## src/rtl/sephirot_branch_issuer_pkg.sv

```systemverilog
// Shared sephirot definitions: branch-issuer FSM encoding, shadow default,
// PC-unit state constants and small arithmetic helpers.
package sephirot_branch_issuer_pkg;

  typedef enum logic [1:0] {
    ST_IDLE    = 2'd0,
    ST_RUN     = 2'd1,
    ST_SHADOW  = 2'd2,
    ST_STOPPED = 2'd3
  } issuer_state_e;

  // Cycles of lane results squashed after a redirect.
  localparam int SHADOW_DEFAULT = 2;
  localparam int TARGET_W       = 16;

  // PC-unit states, kept next to the issuer encoding so both sides agree.
  typedef enum logic [1:0] {
    PC_HALTED      = 2'd0,
    PC_FETCHING    = 2'd1,
    PC_REDIRECTING = 2'd2
  } pc_state_e;

  // Counter increment that sticks at all-ones.
  function automatic logic [15:0] sat_inc16(input logic [15:0] v);
    return (v == 16'hFFFF) ? v : v + 16'd1;
  endfunction

  // Relative jumps land one past the encoded offset (16-bit wrap).
  function automatic logic [15:0] rel_addr(input logic [15:0] off);
    return off + 16'd1;
  endfunction

endpackage

```

## src/rtl/sephirot_branch_issuer_if.sv

```systemverilog
// Lane-result and PC-command bundle between the VLIW lanes, host and PC unit.
interface sephirot_branch_issuer_if
  import sephirot_branch_issuer_pkg::*;
#(
  parameter int NUM_LANES = 4
);
  logic                          enable;
  logic [NUM_LANES-1:0]          lane_valid;
  logic [NUM_LANES-1:0]          lane_branch;
  logic [NUM_LANES-1:0]          lane_abs;
  logic [NUM_LANES-1:0]          lane_exit;
  logic [TARGET_W*NUM_LANES-1:0] lane_target;
  logic                          resume_req;

  logic                          start;
  logic                          pc_add;
  logic                          pc_load;
  logic                          pc_stop;
  logic                          pc_resume;
  logic [TARGET_W-1:0]           pc_addr;
  logic                          stopped;
  logic                          proto_err;
  logic [15:0]                   redirect_cnt;

  modport master (
    output enable, lane_valid, lane_branch, lane_abs, lane_exit, lane_target, resume_req,
    input  start, pc_add, pc_load, pc_stop, pc_resume, pc_addr, stopped, proto_err, redirect_cnt
  );

  modport slave (
    input  enable, lane_valid, lane_branch, lane_abs, lane_exit, lane_target, resume_req,
    output start, pc_add, pc_load, pc_stop, pc_resume, pc_addr, stopped, proto_err, redirect_cnt
  );
endinterface

```

## src/rtl/sephirot_lane_prio_enc.sv

```systemverilog
// Lowest-index-wins priority encoder: one-hot grant plus binary index.
module sephirot_lane_prio_enc #(
  parameter int N     = 4,
  parameter int IDX_W = (N > 1) ? $clog2(N) : 1
) (
  input  logic [N-1:0]     req,
  output logic [N-1:0]     grant,
  output logic [IDX_W-1:0] idx,
  output logic             any
);

  // Isolate the lowest set request bit, then fold it into an index.
  always_comb begin
    grant = req & (~req + {{(N-1){1'b0}}, 1'b1});
    idx   = {IDX_W{1'b0}};
    for (int i = 0; i < N; i++) begin
      idx = idx | (grant[i] ? IDX_W'(i) : {IDX_W{1'b0}});
    end
  end

  assign any = |req;

endmodule

```

## src/rtl/sephirot_branch_issuer.sv

```systemverilog
// Turns per-lane branch/exit results into single-cycle PC-unit commands,
// squashing lane results for a shadow window after every redirect.
module sephirot_branch_issuer
  import sephirot_branch_issuer_pkg::*;
#(
  parameter int NUM_LANES = 4,
  parameter int SHADOW    = SHADOW_DEFAULT
) (
  input  logic                     clk,
  input  logic                     reset,
  sephirot_branch_issuer_if.slave  bus
);

  localparam int         IDX_W       = (NUM_LANES > 1) ? $clog2(NUM_LANES) : 1;
  localparam logic [2:0] SHADOW_LOAD = 3'(SHADOW);

  issuer_state_e        state_r, state_s;
  logic [2:0]           shadow_cnt_r, shadow_cnt_s;
  logic [NUM_LANES-1:0] req_s, grant_s;
  logic [IDX_W-1:0]     idx_s;
  logic                 any_s, win_exit_s, win_abs_s;
  logic [TARGET_W-1:0]  win_target_s;
  logic                 add_s, load_s, stop_s, resume_s, proto_s;
  logic                 add_r, load_r, stop_r, resume_r, proto_r, start_r, stopped_r;
  logic [TARGET_W-1:0]  pc_addr_s, pc_addr_r;
  logic [15:0]          redirect_s, redirect_r;

  assign req_s = bus.lane_valid & (bus.lane_branch | bus.lane_exit);

  sephirot_lane_prio_enc #(.N(NUM_LANES), .IDX_W(IDX_W)) u_prio (
    .req   (req_s),
    .grant (grant_s),
    .idx   (idx_s),
    .any   (any_s)
  );

  assign win_exit_s   = |(grant_s & bus.lane_exit);
  assign win_abs_s    = |(grant_s & bus.lane_abs);
  assign win_target_s = bus.lane_target[TARGET_W*idx_s +: TARGET_W];

  // Next-state and command decode; enable low overrides every state.
  always_comb begin
    state_s      = state_r;
    shadow_cnt_s = shadow_cnt_r;
    add_s        = 1'b0;
    load_s       = 1'b0;
    stop_s       = 1'b0;
    resume_s     = 1'b0;
    pc_addr_s    = pc_addr_r;
    proto_s      = proto_r | (bus.resume_req & (state_r != ST_STOPPED));
    if (!bus.enable) begin
      state_s      = ST_IDLE;
      shadow_cnt_s = 3'd0;
    end else begin
      case (state_r)
        ST_IDLE: begin
          state_s = ST_RUN;
        end
        ST_RUN: begin
          if (any_s) begin
            if (win_exit_s) begin
              stop_s  = 1'b1;
              state_s = ST_STOPPED;
            end else if (win_abs_s) begin
              load_s       = 1'b1;
              pc_addr_s    = win_target_s;
              shadow_cnt_s = SHADOW_LOAD;
              state_s      = ST_SHADOW;
            end else begin
              add_s        = 1'b1;
              pc_addr_s    = rel_addr(win_target_s);
              shadow_cnt_s = SHADOW_LOAD;
              state_s      = ST_SHADOW;
            end
          end else begin
            state_s = ST_RUN;
          end
        end
        ST_SHADOW: begin
          if (shadow_cnt_r <= 3'd1) begin
            shadow_cnt_s = 3'd0;
            state_s      = ST_RUN;
          end else begin
            shadow_cnt_s = shadow_cnt_r - 3'd1;
          end
        end
        ST_STOPPED: begin
          if (bus.resume_req) begin
            resume_s     = 1'b1;
            shadow_cnt_s = SHADOW_LOAD;
            state_s      = ST_SHADOW;
          end else begin
            state_s = ST_STOPPED;
          end
        end
        default: begin
          state_s      = ST_IDLE;
          shadow_cnt_s = 3'd0;
        end
      endcase
    end
    redirect_s = (add_s | load_s) ? sat_inc16(redirect_r) : redirect_r;
  end

  // State, counters and registered outputs; reset wins over every input.
  always_ff @(posedge clk) begin
    if (reset) begin
      state_r      <= ST_IDLE;
      shadow_cnt_r <= 3'd0;
      add_r        <= 1'b0;
      load_r       <= 1'b0;
      stop_r       <= 1'b0;
      resume_r     <= 1'b0;
      proto_r      <= 1'b0;
      start_r      <= 1'b0;
      stopped_r    <= 1'b0;
      pc_addr_r    <= 16'h0000;
      redirect_r   <= 16'h0000;
    end else begin
      state_r      <= state_s;
      shadow_cnt_r <= shadow_cnt_s;
      add_r        <= add_s;
      load_r       <= load_s;
      stop_r       <= stop_s;
      resume_r     <= resume_s;
      proto_r      <= proto_s;
      start_r      <= (state_s != ST_IDLE);
      stopped_r    <= (state_s == ST_STOPPED);
      pc_addr_r    <= pc_addr_s;
      redirect_r   <= redirect_s;
    end
  end

  assign bus.start        = start_r;
  assign bus.pc_add       = add_r;
  assign bus.pc_load      = load_r;
  assign bus.pc_stop      = stop_r;
  assign bus.pc_resume    = resume_r;
  assign bus.pc_addr      = pc_addr_r;
  assign bus.stopped      = stopped_r;
  assign bus.proto_err    = proto_r;
  assign bus.redirect_cnt = redirect_r;

endmodule
```

## src/flat_wrapper.sv

```systemverilog
// flat-port wrapper written by rule: the top's interface ports become plain ports
module sephirot_branch_issuer_flat import sephirot_branch_issuer_pkg::*;
#(
  parameter int NUM_LANES = 4,
  parameter int SHADOW    = SHADOW_DEFAULT
)
  (clk, reset, bus_enable, bus_lane_valid, bus_lane_branch, bus_lane_abs, bus_lane_exit, bus_lane_target, bus_resume_req, bus_start, bus_pc_add, bus_pc_load, bus_pc_stop, bus_pc_resume, bus_pc_addr, bus_stopped, bus_proto_err, bus_redirect_cnt);
  sephirot_branch_issuer_if #(.NUM_LANES(NUM_LANES)) bus_i ();
  input  logic clk;
  input  logic reset;
  input wire logic [$bits(bus_i.enable)-1:0] bus_enable;
  input wire logic [$bits(bus_i.lane_valid)-1:0] bus_lane_valid;
  input wire logic [$bits(bus_i.lane_branch)-1:0] bus_lane_branch;
  input wire logic [$bits(bus_i.lane_abs)-1:0] bus_lane_abs;
  input wire logic [$bits(bus_i.lane_exit)-1:0] bus_lane_exit;
  input wire logic [$bits(bus_i.lane_target)-1:0] bus_lane_target;
  input wire logic [$bits(bus_i.resume_req)-1:0] bus_resume_req;
  output wire logic [$bits(bus_i.start)-1:0] bus_start;
  output wire logic [$bits(bus_i.pc_add)-1:0] bus_pc_add;
  output wire logic [$bits(bus_i.pc_load)-1:0] bus_pc_load;
  output wire logic [$bits(bus_i.pc_stop)-1:0] bus_pc_stop;
  output wire logic [$bits(bus_i.pc_resume)-1:0] bus_pc_resume;
  output wire logic [$bits(bus_i.pc_addr)-1:0] bus_pc_addr;
  output wire logic [$bits(bus_i.stopped)-1:0] bus_stopped;
  output wire logic [$bits(bus_i.proto_err)-1:0] bus_proto_err;
  output wire logic [$bits(bus_i.redirect_cnt)-1:0] bus_redirect_cnt;
  assign bus_i.enable = bus_enable;
  assign bus_i.lane_valid = bus_lane_valid;
  assign bus_i.lane_branch = bus_lane_branch;
  assign bus_i.lane_abs = bus_lane_abs;
  assign bus_i.lane_exit = bus_lane_exit;
  assign bus_i.lane_target = bus_lane_target;
  assign bus_i.resume_req = bus_resume_req;
  assign bus_start = bus_i.start;
  assign bus_pc_add = bus_i.pc_add;
  assign bus_pc_load = bus_i.pc_load;
  assign bus_pc_stop = bus_i.pc_stop;
  assign bus_pc_resume = bus_i.pc_resume;
  assign bus_pc_addr = bus_i.pc_addr;
  assign bus_stopped = bus_i.stopped;
  assign bus_proto_err = bus_i.proto_err;
  assign bus_redirect_cnt = bus_i.redirect_cnt;
  sephirot_branch_issuer #(.NUM_LANES(NUM_LANES), .SHADOW(SHADOW)) u_core (.clk(clk), .reset(reset), .bus(bus_i));
endmodule
```

## config.mk

```make
export PLATFORM = sky130hd
export DESIGN_NAME = sephirot_branch_issuer_flat
export DESIGN_NICKNAME = d
export VERILOG_FILES = /design/src/rtl/sephirot_branch_issuer_pkg.sv /design/src/rtl/sephirot_branch_issuer_if.sv /design/src/rtl/sephirot_lane_prio_enc.sv /design/src/rtl/sephirot_branch_issuer.sv /design/src/flat_wrapper.sv
export SDC_FILE = /design/constraint.sdc
export NUM_CORES = 1
export LEC_CHECK = 0
export CORE_MARGIN = 2
export CORE_UTILIZATION = 35
export DETAILED_ROUTE_END_ITERATION = 8
export GPL_TIMING_DRIVEN = 0
export HOLD_SLACK_MARGIN = 0.08
export PLACE_DENSITY = 0.75
export SYNTH_ARGS = -nofsm -noshare
export SYNTH_HDL_FRONTEND = slang
export SYNTH_SLANG_ARGS = --single-unit
export TNS_END_PERCENT = 100
```

## constraint.sdc

```tcl
create_clock -name clk -period 2.9 [get_ports clk]
set_clock_uncertainty 0.1 [all_clocks]
set_input_delay 0.58 -clock clk [delete_from_list [all_inputs] [get_ports clk]]
set_output_delay 0.58 -clock clk [all_outputs]
set_load 0.005 [all_outputs]
```

Word-level counts from Yosys, hierarchy flattened:

Index checks and enable logic that the tools add are counted.

* bits in registers: 44
* output and inout port bits: 39
* bits of input ports: 84
* word-level logic and storage cells: 82

* reduce and logical (&&, ||, !) cells: 12
* bitwise logic cells: 17
* muxes and demuxes: 27
* shifts and indexed selects: 1
* equal/unequal tests: 9
* add/subtract/negate cells: 4
* order comparisons: 1

Operator list (count)
* indexed part select 64 x 7 -> 16 bit: 1
* adder 16 x 1 -> 16 bit, second input constant: 2
* bitwise AND 4 bit: 4
* equality test 16 bit, second input constant: 1
* 2-to-1 mux 16 bit: 1
* OR reduction 4 bit: 4
* 2-to-1 mux 1 bit: 15
* 2-to-1 mux 3 bit: 4
* 2-to-1 mux 2 bit: 5
* one-hot mux 3 bit (3 select lines): 1
* one-hot mux 2 bit (4 select lines): 1
* AND reduction 4 bit: 2
* equality test 2 bit, second input constant: 3
* inequality test 2 bit, second input constant: 3
* NOT 1 bit: 6
* adder 4 x 1 -> 4 bit, second input constant: 1
* NOT 4 bit: 1
* OR 4 bit: 1
* less-or-equal comparator 3 x 1 -> 1 bit, second input constant: 1
* nonzero test 3 bit: 1
* OR reduction 3 bit: 1
* subtractor 3 x 1 -> 3 bit, second input constant: 1
* equality test 2 x 1 -> 1 bit, second input constant: 1
* zero test 2 bit: 1
* other kinds (8): 9

Depth between registers and ports, before layout:

* depth after elaboration: 14
* gate-level depth with buffers: 12
* gate-level depth less buffers: 10

Modules after synthesis:

Synthesis repeated with hierarchy kept, for this count alone.

* cells, all modules: 282
* area, all modules: 2708.8 µm²

Modules (own cells, without submodules)
* sephirot_branch_issuer: cells each 272, area an instance 2650.0 µm², sequential area each 880.8 µm², times used 1
* sephirot_lane_prio_enc: cells each 10, area an instance 58.8 µm², sequential area each 0.0 µm², times used 1

Worst setup path after synthesis:

Ideal clock, no wire load.

* path kind: in2reg
* start: input bus_lane_exit[1]
* end: register u_core.pc_addr_r[14] (netlist: u_core.bus.pc_addr[14])
* arrival time: 2.398 ns
* stages: 10
* library setup time: 0.137 ns
* setup slack: 0.265 ns
* data required time: 2.663 ns
* buffers on the path: 1
* cells stage by stage: o21ai_1 > o211ai_2 > buf_2 > nand3_1 > and2_1 > ha_1 > nand4_2 > nor4_4 > a31o_1 > a31oi_1

* longest elaborated chain between the ends: 11
* elaborated cells on any way between the ends: 20
* those cells by class: add/sub (2); shift (1); mux (4); bitwise (9); reduce/logical (4)

Ends and longest elaborated chain
* start: declaration: line flat_wrapper.sv:15 `input wire logic [$bits(bus_i.lane_exit)-1:0] bus_lane_exit;`
* OR 4 bit: line sephirot_branch_issuer.sv:28 `assign req_s = bus.lane_valid & (bus.lane_branch | bus.lane_exit);`
* bitwise AND 4 bit: line sephirot_branch_issuer.sv:28
* NOT 4 bit: line sephirot_lane_prio_enc.sv:14 `grant = req & (~req + {{(N-1){1'b0}}, 1'b1});`
* adder 4 x 1 -> 4 bit: line sephirot_lane_prio_enc.sv:14
* bitwise AND 4 bit: line sephirot_lane_prio_enc.sv:14
* 2-to-1 mux 1 bit or 2-to-1 mux 2 bit (tied branches): line sephirot_lane_prio_enc.sv:17 `idx = idx | (grant[i] ? IDX_W'(i) : {IDX_W{1'b0}});`
* OR 1 x 2 -> 2 bit: line sephirot_lane_prio_enc.sv:17
* OR 2 bit: line sephirot_lane_prio_enc.sv:17
* indexed part select 64 x 7 -> 16 bit: line sephirot_branch_issuer.sv:39 `assign win_target_s = bus.lane_target[TARGET_W*idx_s +: TARGET_W];`
* adder 16 x 1 -> 16 bit: line sephirot_branch_issuer_pkg.sv:30 `return off + 16'd1;`
* 2-to-1 mux 16 bit: line sephirot_branch_issuer.sv:64 `end else if (win_abs_s) begin`
* end signal: assignment: line sephirot_branch_issuer.sv:129 `pc_addr_r <= pc_addr_s;`
* end: declaration: line sephirot_branch_issuer.sv:25 `logic [TARGET_W-1:0] pc_addr_s, pc_addr_r;`

Several ways; a longest one is shown, not always the timed one.
A chain may end at the register's enable or synchronous reset.

Final worst setup path:

* start: input bus_lane_valid[0]
* end: register u_core.pc_addr_r[13] (netlist: u_core.bus.pc_addr[13])

* longest elaborated chain between the ends: 10
* elaborated cells on any way between the ends: 19
* those cells by class: add/sub (2); shift (1); mux (4); bitwise (8); reduce/logical (4)

Ends and longest elaborated chain
* start: declaration: line flat_wrapper.sv:12 `input wire logic [$bits(bus_i.lane_valid)-1:0] bus_lane_valid;`
* bitwise AND 4 bit (*): line sephirot_branch_issuer.sv:28
* NOT 4 bit: line sephirot_lane_prio_enc.sv:14
* adder 4 x 1 -> 4 bit: line sephirot_lane_prio_enc.sv:14
* bitwise AND 4 bit: line sephirot_lane_prio_enc.sv:14
* 2-to-1 mux 1 bit or 2-to-1 mux 2 bit (tied branches): line sephirot_lane_prio_enc.sv:17
* OR 1 x 2 -> 2 bit: line sephirot_lane_prio_enc.sv:17
* OR 2 bit: line sephirot_lane_prio_enc.sv:17
* indexed part select 64 x 7 -> 16 bit: line sephirot_branch_issuer.sv:39
* adder 16 x 1 -> 16 bit: line sephirot_branch_issuer_pkg.sv:30
* 2-to-1 mux 16 bit: line sephirot_branch_issuer.sv:64

Every way passes the cells marked *; elsewhere a longest branch is shown, timed or not.

==> impl_summary.log <==
[metrics] result of the run: complete, no violations
[metrics] Detailed Place HPWL: between 7000 and 8000 um
[metrics] port buffer count: roughly 120
[metrics] layout overhead on the synthesized area: 60.1%
[metrics] post-synthesis sequential element count: 44
[metrics] Final Hold Vio Count: 0
[metrics] most common library cell in the layout ignoring fill and taps: sky130_fd_sc_hd__clkdlybuf4s50_1
[metrics] sequential-to-total area share from yosys stat: around a third
[metrics] root buffer selected by CTS: sky130_fd_sc_hd__clkbuf_8
[metrics] number of max-slew violations in the final report: 0
[metrics] Ys Warns: 0
[metrics] grt ovf: 0
[metrics] Die X: about 93 um
[metrics] Tot Pwr: 1.48 mW
[metrics] clock-pin slew on the worst setup and hold paths: 80 ps
[metrics] post-synth design cell area: roughly 2800 um^2
[metrics] largest net degree at the start of global routing: 14
[metrics] CP cell instances: dlygate4sd2_1 > o21a_1 > buf_4 > buf_4 > nor2_2 > nand2_1 > a32o_1 > nor4_4 > a31o_2 > a31oi_1
[metrics] clk sink count: between 40 and 50
[metrics] Die Area: between 8000 and 9000 um^2
[metrics] proportion of layout cells with a drive suffix above 1: ~11%
[metrics] diodes inserted: 0
[metrics] Post-DP Area: between 4000 and 5000 um^2
[metrics] total wire length: 9360 um
[metrics] mean area per synthesized cell: between 7 and 8 um^2
[metrics] total nets after synthesis: 453
[metrics] Distinct cells, synth: 52
[metrics] number of DRC markers in iteration 0: around 170
[metrics] Post-synth EDFFs: 0
[metrics] number of H-tree levels: 2
[metrics] initial antenna violation count: 0
[metrics] residual DRC count: 0
[metrics] number of clock buffers inserted by TritonCTS: 5
[metrics] Ports: between 100 and 150
[metrics] timing-limited maximum frequency: between 300 and 400 MHz
[metrics] Worst IR Drop VDD: about 0.23 mV
[metrics] most frequent cells in the layout: sky130_fd_sc_hd__clkdlybuf4s50_1 (109), sky130_fd_sc_hd__nor2_1 (46), sky130_fd_sc_hd__dfxtp_1 (44), sky130_fd_sc_hd__nand2_1 (33), sky130_fd_sc_hd__nand3_1 (31)
[metrics] Worst Path Required: ~3000 ps
[metrics] height of the die: about 93 um
[metrics] Setup crit end kind: flip-flop
[metrics] transition time at the pin with the least slew margin: 551 ps
[metrics] DRT Pass-1 Iters: 6
[metrics] leakage power figure: between 1.5 and 2 nW
[metrics] worst hold slack across all endpoints: a little under 400 ps
[metrics] insertion delay to the later sink of the worst-skew pair: about 300 ps
[metrics] number of hold-repair buffers added at the cts stage: 0
[metrics] peak per-stage delay on the critical path: around 400 ps
[metrics] placeable core region: 7730 um^2
[metrics] via count of the first global-routing pass: 3207
[metrics] worst-path cell with the longest stage delay: sky130_fd_sc_hd__nor4_4
[metrics] clock tree from TritonCTS: yes
[metrics] dominant register cell in the synthesized netlist: sky130_fd_sc_hd__dfxtp_1
[metrics] GRT Total Usage: a little over a fifth
[metrics] global-route wire length before repair: about 15000 um
[metrics] unrepaired setup endpoints after global routing: no
[metrics] Setup WS pre-CTS: -643 ps
[metrics] final critical-path setup slack: ~170 ps
[metrics] number of setup violations in the final report: 0
[metrics] total area of multi-input combinational cells: ~1900 um^2
[metrics] minimum setup slack among reg-to-reg paths: 610 ps
[metrics] count of mapped cells out of synthesis: 365
[metrics] via-per-instance ratio: between 5 and 6
[metrics] area taken by flip-flops and latches: 881 um^2
[metrics] most prevalent standard cell on the critical path: sky130_fd_sc_hd__buf_4
[metrics] data arrival time of the worst path: around 2800 ps
[metrics] Critical Path Start Type: input pin
[metrics] share of the cycle needed by the critical path after routing: 94.0%
[metrics] antenna-violating nets left: 0
[metrics] final weighted congestion of routability-driven global placement: 0.869
[metrics] area of all placed cells without fillers: 4460 um^2
[metrics] deepest clock path buffer count: 2
[metrics] type of the tightest min-delay check: reg2reg
[metrics] number of fill cells: approximately 700
[metrics] critical path type: in2reg
[metrics] Net count, final: between 500 and 600
[metrics] Power per Cell Area: 331 nW/um^2
[metrics] Setup TNS Final: 0 ps
[metrics] maximum fanout count along the critical path: 9
[metrics] cell row count: 32
[metrics] Initial Utilization: roughly 36%
[metrics] via count: about 3300
[metrics] clock period minus worst slack: 2730 ps
[metrics] count of max-cap constraint violations: 0
[metrics] average detailed-routed wire length per instance: between 15 and 20 um
[metrics] Async S/R FF share, synth: 0%
[metrics] max_slew headroom: between 60% and 70%
-- flip-flops by register name (all words and copies together) (netlist names), 2 cells and up --
register	count
u_core.bus.pc_addr	16
u_core.bus.redirect_cnt	16
u_core.shadow_cnt_r	3
u_core.state_r	2
-- worst paths after layout --
path	end	startpoint	depth (start not counted)
worst min-delay path	u_core.bus.proto_err	u_core.bus.proto_err	2
worst min register to register	u_core.bus.proto_err	u_core.bus.proto_err	2
worst max register to register	u_core.bus.redirect_cnt[11]	u_core.bus.redirect_cnt[0]	8
worst max-delay path	u_core.bus.pc_addr[13]	bus_lane_valid[0]	10
-- layer usage --
layer / global-route usage (%) / share of wire (%) / wire length (um)
met1: 24.5 / 40 / 3730
met2: 38.6 / 51 / 4750
met3: 4.75 / 6.7 / 630
met4: 6.86 / 2.6 / 246
met5: 0 / 0 / 0
-- stage by stage --
step,cells,util (%)
floorplan,365,-
global placement,588,53.4
detailed placement,588,53.4
CTS,600,55.9
global route,607,57.8
finish,607,57.8
-- synthesized netlist by cell type, drive strengths merged (3+ instances only) --
master | number | area share (%)
ha | 4 | 1.8
o22ai | 7 | 1.6
clkbuf | 12 | 1.6
o211a | 3 | 1.1
mux2i | 4 | 1.4
a21oi | 10 | 1.8
buf | 7 | 1.3
a31oi | 8 | 1.8
nor4 | 7 | 2.8
o211ai | 4 | 1.3
nand4 | 12 | 3.4
nand2 | 33 | 4.4
a211oi | 7 | 1.9
xnor2 | 8 | 2.5
a21o | 4 | 1.1
nor3 | 19 | 3.4
dfxtp | 44 | 32
nand3 | 31 | 5.6
nand2b | 3 | 0.67
o21ai | 33 | 6.1
xor2 | 14 | 4.4
nor2 | 48 | 6.6
a32o | 5 | 1.8
inv | 7 | 0.94
o21a | 4 | 1.3
a22oi | 4 | 1.1
a31o | 3 | 0.94
-- what timing repair did --
item,4_1_cts,5_1_grt
gates resized for setup,21,29
pin swaps,6,12
buffers inserted,5,8
endpoints found under the setup margin,15,20
-- cell families after synthesis --
group	synth area share, %
AOI/OAI and AO/OA	24.6
adders and majority gates	1.80
DFF	31.6
buffers and inverters	3.91
and+or+nand+nor	29.7
muxes	1.44
xor gates and xnor gates	6.91
-- cell type report --
cell class	count	area share (%)
Tap cell	102	2.86
Multi-Input combinational cell	295	42.8
Clock inverter	2	0.280
Sequential cell	44	19.7
Inverter	7	0.589
Timing Repair Buffer	134	29.7
Clock buffer	5	1.54
Buffer	18	2.44
-- report_power, final --
part / switching [mW] / total (mW) / internal [mW]
Combinational: 0.243 / 0.489 / 0.246
Sequential: 0.00959 / 0.627 / 0.617
Clock: 0.201 / 0.364 / 0.163
-- critical path, delay by kind of cell --
kind / cells / cell delay [ps]
buffers and inverters: 3 / 550
AOI/OAI and AO/OA: 4 / 800
and+or+nand+nor: 3 / 840
No activity file was read; power rests on OpenSTA's default activity.
